$ cat src/rtl/audio_sample_fetch.sv
// ---------------------------------------------------------------------------
// audio_sample_fetch
//
// Sequencer that reads audio samples from a synchronous sample memory and
// hands them to a PWM converter. Each sample period is TICK_DIV clk cycles.
// One memory read is issued per period. The returned word is captured into
// sample_o with a valid/ready handshake.
//
// Parameters
//   ADDR_W   : sample-memory address width
//   DATA_W   : sample width
//   TICK_DIV : clk cycles between consecutive reads. The legal range is
//              4..65535.
//
// Ports
//   clk, rst       : single clock; asynchronous active-high reset
//   play           : start playback from address 0 (ignored while busy)
//   stop           : abort playback; wins over play
//   loop_en        : at end_addr, wrap to 0 instead of finishing
//   end_addr       : last sample address (inclusive); latched with play
//   rom_addr       : memory read address
//   rom_rd_en      : one-cycle read strobe
//   rom_data       : read data, valid the cycle after rom_rd_en
//   sample_o       : sample presented to the PWM stage
//   sample_valid   : sample_o holds an unconsumed sample
//   sample_ready   : downstream consumes sample_o this cycle
//   busy           : sequencer is not idle
//   done           : one-cycle pulse when a non-looping playback completes
//   overrun        : sticky; a sample was overwritten before being consumed
// ---------------------------------------------------------------------------
module audio_sample_fetch #(
  parameter int ADDR_W   = 32,
  parameter int DATA_W   = 32,
  parameter int TICK_DIV = 1024
) (
  input  logic              clk,
  input  logic              rst,
  input  logic              play,
  input  logic              stop,
  input  logic              loop_en,
  input  logic [ADDR_W-1:0] end_addr,
  output logic [ADDR_W-1:0] rom_addr,
  output logic              rom_rd_en,
  input  logic [DATA_W-1:0] rom_data,
  output logic [DATA_W-1:0] sample_o,
  output logic              sample_valid,
  input  logic              sample_ready,
  output logic              busy,
  output logic              done,
  output logic              overrun
);

  typedef enum logic [1:0] {
    IDLE  = 2'd0,
    READ  = 2'd1,
    LATCH = 2'd2,
    WAIT  = 2'd3
  } state_t;

  // READ and LATCH take one cycle each.
  // The rest of the sample period is spent in WAIT. The counter is
  // cleared in READ and advances in LATCH and WAIT. When it reaches
  // TICK_DIV-2, the next READ lands exactly TICK_DIV cycles after the
  // previous one.
  localparam logic [15:0] WAIT_LAST = 16'(TICK_DIV - 2);

  state_t            state;
  state_t            state_nxt;
  logic [ADDR_W-1:0] end_lat;
  logic [15:0]       tick_cnt;

  logic accept_play;
  logic capture;
  logic at_end;
  logic finish;

  assign accept_play = (state == IDLE) && play && !stop;
  // A LATCH cycle with stop asserted discards the in-flight read.
  assign capture     = (state == LATCH) && !stop;
  assign at_end      = (rom_addr == end_lat);
  assign finish      = capture && at_end && !loop_en;

  assign rom_rd_en   = (state == READ);
  assign busy        = (state != IDLE);
  assign done        = finish;

  always_comb begin
    state_nxt = state;
    case (state)
      IDLE: begin
        if (accept_play) state_nxt = READ;
      end
      READ: begin
        state_nxt = stop ? IDLE : LATCH;
      end
      LATCH: begin
        if (stop || finish) state_nxt = IDLE;
        else                state_nxt = WAIT;
      end
      WAIT: begin
        if (stop)                       state_nxt = IDLE;
        else if (tick_cnt == WAIT_LAST) state_nxt = READ;
      end
      default: state_nxt = IDLE;
    endcase
  end

  always_ff @(posedge clk or posedge rst) begin
    if (rst) begin
      state <= IDLE;
    end else begin
      state <= state_nxt;
    end
  end

  // Address sequencing and latched end address
  always_ff @(posedge clk or posedge rst) begin
    if (rst) begin
      rom_addr <= '0;
      end_lat  <= '0;
    end else if (accept_play) begin
      rom_addr <= '0;
      end_lat  <= end_addr;
    end else if (capture && !finish) begin
      // On completion the address is left where it is. It is only
      // reused after the next accepted play, which resets it to 0.
      rom_addr <= at_end ? '0 : rom_addr + ADDR_W'(1);
    end
  end

  // Sample-period counter
  always_ff @(posedge clk or posedge rst) begin
    if (rst) begin
      tick_cnt <= '0;
    end else begin
      case (state)
        READ:        tick_cnt <= '0;
        LATCH, WAIT: tick_cnt <= tick_cnt + 16'd1;
        default:     tick_cnt <= tick_cnt;
      endcase
    end
  end

  // Output sample register and handshake. A reload in the same cycle
  // as a consume keeps valid high, so the new sample is not lost.
  always_ff @(posedge clk or posedge rst) begin
    if (rst) begin
      sample_o     <= '0;
      sample_valid <= 1'b0;
    end else if (capture) begin
      sample_o     <= rom_data;
      sample_valid <= 1'b1;
    end else if (sample_valid && sample_ready) begin
      sample_valid <= 1'b0;
    end
  end

  // Sticky overrun. It is cleared only when a new playback starts.
  always_ff @(posedge clk or posedge rst) begin
    if (rst) begin
      overrun <= 1'b0;
    end else if (accept_play) begin
      overrun <= 1'b0;
    end else if (capture && sample_valid && !sample_ready) begin
      overrun <= 1'b1;
    end
  end

endmodule

$ cat config.mk
export PLATFORM = sky130hd
export DESIGN_NAME = audio_sample_fetch
export DESIGN_NICKNAME = d
export VERILOG_FILES = /design/src/rtl/audio_sample_fetch.sv
export SDC_FILE = /design/constraint.sdc
export NUM_CORES = 1
export LEC_CHECK = 0
export CAP_MARGIN = 0
export CORE_MARGIN = 2
export CORE_UTILIZATION = 30
export CTS_BUF_LIST = sky130_fd_sc_hd__clkbuf_16
export DETAILED_ROUTE_END_ITERATION = 10
export PLACE_DENSITY = 0.66
export SLEW_MARGIN = 20
export SYNTH_ARGS = -nofsm -noshare
export SYNTH_HDL_FRONTEND = slang
export SYNTH_SLANG_ARGS = --single-unit
$ cat constraint.sdc
create_clock -name clk -period 3.7 [get_ports clk]
set_input_delay 0.74 -clock clk [delete_from_list [all_inputs] [get_ports clk]]
set_output_delay 0.74 -clock clk [all_outputs]
set_load 0.1 [all_outputs]
# ---- Word level (Yosys, flattened, before mapping)
# Cells that the tools add are included.
dict set report word_totals {
  ff_bits 116
  inputBits 70
  output_inout_bits 69
  wordCells 52
}
dict set report op_classes {
  addsub 2
  eq_ne 7
  n_mux 14
  reduce_logical 22
}
# op count
set ops {}
lappend ops {{$mux W32} 3}
lappend ops {{$add A32 B1 Y32 const B} 1}
lappend ops {{$eq A32 B32 Y1} 1}
lappend ops {{$pmux W16 S2} 1}
lappend ops {{$add A16 B1 Y16 const B} 1}
lappend ops {{$eq A16 B10 Y1 const B} 1}
lappend ops {{$mux W2} 5}
lappend ops {{$reduce_bool A2 Y1} 5}
lappend ops {{$logic_and A1 B1 Y1} 9}
lappend ops {{$pmux W2 S4} 1}
lappend ops {{$eq A2 B2 Y1 const B} 2}
lappend ops {{$logic_not A1 Y1} 4}
lappend ops {{$mux W1} 4}
lappend ops {{$ne A3 B3 Y1 const B} 1}
lappend ops {{$eq A2 B1 Y1 const B} 1}
lappend ops {{$logic_not A2 Y1} 1}
lappend ops {{$ne A2 B2 Y1 const B} 1}
lappend ops {{$reduce_and A2 Y1} 1}
lappend ops {{$reduce_or A2 Y1} 1}
lappend ops {{$logic_or A1 B1 Y1} 1}

# ---- Longest topological paths before layout
dict set report logic_depth {
  depth_word 8
  mapped_depth 9
  ltp_nobuf 7
}

# ---- Least setup slack after synthesis
# OpenSTA, ideal clock, no wires.
dict set report synth_timing {
  path_kind {register to output}
  start {register rom_addr[11]}
  end {output done}
  arrival_ns 3.292
  required_time_ns 2.960
  setup_slack_ns -0.332
  path_stages_with_launch 7
  n_path_buf 1
  cell_sequence {dfrtp_1 buf_2 xnor2_1 nand4_1 nor4_4 nand3_1 nor2_1}
}
dict set report synth_between {
  elab_chain_len 3
}
# item line
set synth_rtl {}
lappend synth_rtl {{start: declaration} 42} ;# output logic [ADDR_W-1:0] rom_addr,
lappend synth_rtl {{start signal: assignment} 127} ;# rom_addr <= at_end ? '0 : rom_addr + ADDR_W'(1);
lappend synth_rtl {{$eq A32 B32 Y1} 80} ;# assign at_end = (rom_addr == end_lat);
lappend synth_rtl {{$logic_and A1 B1 Y1 (2 in series)} 81} ;# assign finish = capture && at_end && !loop_en;
lappend synth_rtl {{end: declaration} 49} ;# output logic done,
# No other way between the ends.

# ---- Final worst setup path
dict set report layout_timing {
  start {register rom_addr[9]}
  end {output done}
}
# Same word-level chain as after synthesis.

==> metrics.md <==
| Metric | Value |
|---|---|
| Critical Path Source | `rom_addr[9]` |
| Top post-synthesis cells by area | `dfrtp_1 (51%), nand2_1 (7.9%), mux2_2 (6.6%)` |
| First-pass GRT wire length | `24.1 mm` |
| Share of the synthesized area in the top cell type | `0.515` |
| PortBufs | `138` |
| Die Span X | `141 um` |
| Synth unique cells | `52` |
| Worst VDD drop | `541 uV` |
| Endpoints failing setup | `0` |
| Min-delay src | `sample_o[15]` |
| Worst skew pair latency | `0.41 ns` |
| Startpoint types | `flop` |
| Pwr/cell area | `723 mW/mm^2` |
| Cell count after synthesis | `553` |
| CP Max Fanout | `9` |
| WL final | `15.2 mm` |
| CP endpoint kind | `output pin` |
| Crit-path slowest cell | `dfrtp_1` |
| Multiplexer share of the synthesized area | `0.0695` |
| Syn Nets | `626` |
| Post-synth top area cell | `dfrtp_1` |
| Routability cong. | `0.798` |
| Area after DPL | `0.00724 mm^2` |
| Worst slew margin | `0.320` |
| Final hold violation count | `0` |
| Ys flop type | `dfrtp_1` |
| Commonest cells in the netlist | `nand2_1 (118), dfrtp_1 (116), xnor2_1 (36)` |
| Largest net degree at the start of global routing | `43` |
| Post-synthesis adder-cell area fraction | `0.00666` |
| Setup_tns | `0 ns` |
| Ys async rst share | `1.00` |
| Peak Freq | `316 MHz` |
| Wire length per cell | `16.2 um` |
| CP bufs+invs | `1` |
| Post-CTS Setup Repair Bufs | `0` |
| Synthesis-to-finish area growth | `39.4%` |
| Share of cells above drive strength 1 | `0.162` |
| Clk slew on worst S/H paths | `0.05 ns` |
| H-tree levels | `4` |
| Mapped Avg Cell Area | `10.2 um^2` |
| MaxCap Viol Count | `0` |
| ANT cells | `0` |
| Num rows | `50` |
| Reg-to-Reg Start | `rom_addr[0]` |
| Slowest stage delay, CP | `0.48 ns` |
| Ports | `139` |
| Starting Density | `0.303` |
| Number of synthesized register bits | `116` |
| Largest family of logic cells by synthesized area | `simple AND/OR/NAND/NOR gates` |
| Leak pwr | `0.00349 uW` |
| Sequential area share after synthesis | `0.515` |
| CTS tree | `done` |
| Most numerous cell in the Yosys netlist | `nand2_1` |
| CP cell instances | `xnor2_1 -> nand4_1 -> nor4_4 -> nand3_1 -> nor2_2 -> buf_12` |
| Yosys warns | `0` |
| Post-Synth Simple-Gate Area | `0.220` |
| CTS Buf Count | `17` |
| Routed Antenna Nets | `0` |
| Die Y-Extent | `141 um` |
| Clock sink count | `116` |
| # resized after CTS | `0` |
| Initial antenna violation count | `0` |
| First-pass DRT Iterations | `5` |
| Drt drc | `0` |
| Worst min path class | `reg -> reg` |
| Design Area, Final | `0.00786 mm^2` |
| Cts hold-fix bufs | `0` |
| Required time worst endpoint | `2.96 ns` |
| Core Region | `0.0186 mm^2` |
| Remaining global-route overflow | `0` |
| Setup slack after layout | `0.532 ns` |
| Final worst path period need | `3.17 ns` |
| HPWL Detailed | `11.1 mm` |
| CP Class | `reg -> out` |
| Top delay family on crit path | `simple AND/OR/NAND/NOR gates` |
| Pins Over Slew Limit | `0` |
| RSZ-0062 raised after global routing | `false` |
| GRT Overall Usage | `0.156` |
| Synth Area in Compound Gates | `0.0994` |
| Crit share post-route | `0.856` |
| Worst Skew | `0.00900 ns` |
| Slew @ Worst Pin | `1.02 ns` |
| Die ar. | `0.0199 mm^2` |
| Status | `finished, final reports clean` |
| Vias in the first global route | `4,449` |
| Initial DRC Count | `364` |
| CTS root buf | `clkbuf_16` |
| Vias per cell | `4.89` |
| Mapped cell area | `0.00564 mm^2` |
| CP Data Arrival Time | `2.43 ns` |
| Number of synthesized flops with an enable pin | `0` |
| XOR/XNOR Fraction of Synth Area | `0.0559` |
| Vias after detailed routing | `4,580` |
| Worst slack, placed | `0.596 ns` |
| Clock Path Buffers | `2` |
| Final #Nets | `763` |
flip-flops by register name (all words and copies together), names as in the netlist:
signal	flops
end_lat	32
overrun	1
rom_addr	32
sample_o	32
sample_valid	1
state	2
tick_cnt	16
cells by family (layout without fill, tap and decap cells):
| kind of cell | after synthesis | count (layout) |
|---|---|---|
| AO/OA/AOI/OAI | 72 | 72 |
| multiplexers | 35 | 35 |
| XOR/XNOR | 36 | 36 |
| buffers and inverters | 45 | 195 |
| adder cells (fa/ha/maj) | 3 | 3 |
| flip-flops | 116 | 116 |
| AND/OR/NAND/NOR | 246 | 246 |
routing by layer:
metal  global-route usage  vias to the layer above  wire length (um)
li1                     -                     2219                 -
met1                0.204                     2209              6890
met4               0.0758                        0               480
met3               0.0391                       30               752
met2                0.244                      122              7030
met5                    0                        -                 0
worst min-delay path, delay by kind of cell, from the launching register on:
family,cells,cell delay [ns]
DFF,1,0.33
and+or+nand+nor,2,0.11
layout make-up:
cell class / count / area [um^2]
clock buffers: 17 / 425
flip-flops and latches: 116 / 2900
clock inverters: 15 / 195
repair buffers: 149 / 1430
multi-input cells: 392 / 2560
inverters: 14 / 56.3
fillers: 1756 / 10700
well taps: 234 / 293
path summary, 6_finish.rpt:
path / slack, ns / depth (start not counted) / end
max: 0.53 / 6 / done
min: 0.47 / 2 / sample_o[15]
max reg2reg: 1.14 / 8 / rom_addr[30]
min reg2reg: 0.47 / 2 / sample_o[15]
max in group asynchronous: 2.16 / 3 / tick_cnt[4]
min in group asynchronous: 0.78 / 2 / rom_addr[5]
placed cells by master (no fill, tap or decap), drive strengths merged, types with 3 or more instances in the layout:
cell type,count
clkbuf,17
or3,3
nor3,7
nand2,118
dfrtp,116
buf,35
bufinv,5
nor2b,3
o211ai,7
xnor2,36
and3,15
a221o,16
o2bb2ai,3
nand3,26
nor4,5
or2,6
inv,15
o21ai,15
mux2,33
ha,3
clkdlybuf4s50,114
a21oi,6
nor2,24
clkinv,8
o31ai,4
nand2b,4
a22o,7
nand3b,4
and4,5
nand4,19
stage by stage:
step,utilization,hold WS [ns],cells,total power (uW)
2_1_floorplan,-,0.445,553,3400
3_5_place_dp,0.390,0.461,905,3970
4_1_cts,0.423,0.475,937,5740
3_3_place_gp,0.390,0.457,905,3960
6_report,0.423,0.470,937,5690
5_1_grt,0.423,0.489,937,5910
power breakdown:
group	switching, uW	internal (uW)	total [uW]	leakage, uW
Clock	567	1170	1740	0.000317
Combinational	1600	592	2190	0.00170
Sequential	207	1540	1750	0.00147
Total	2370	3310	5690	0.00349
Power figures use the tool's default switching activity.
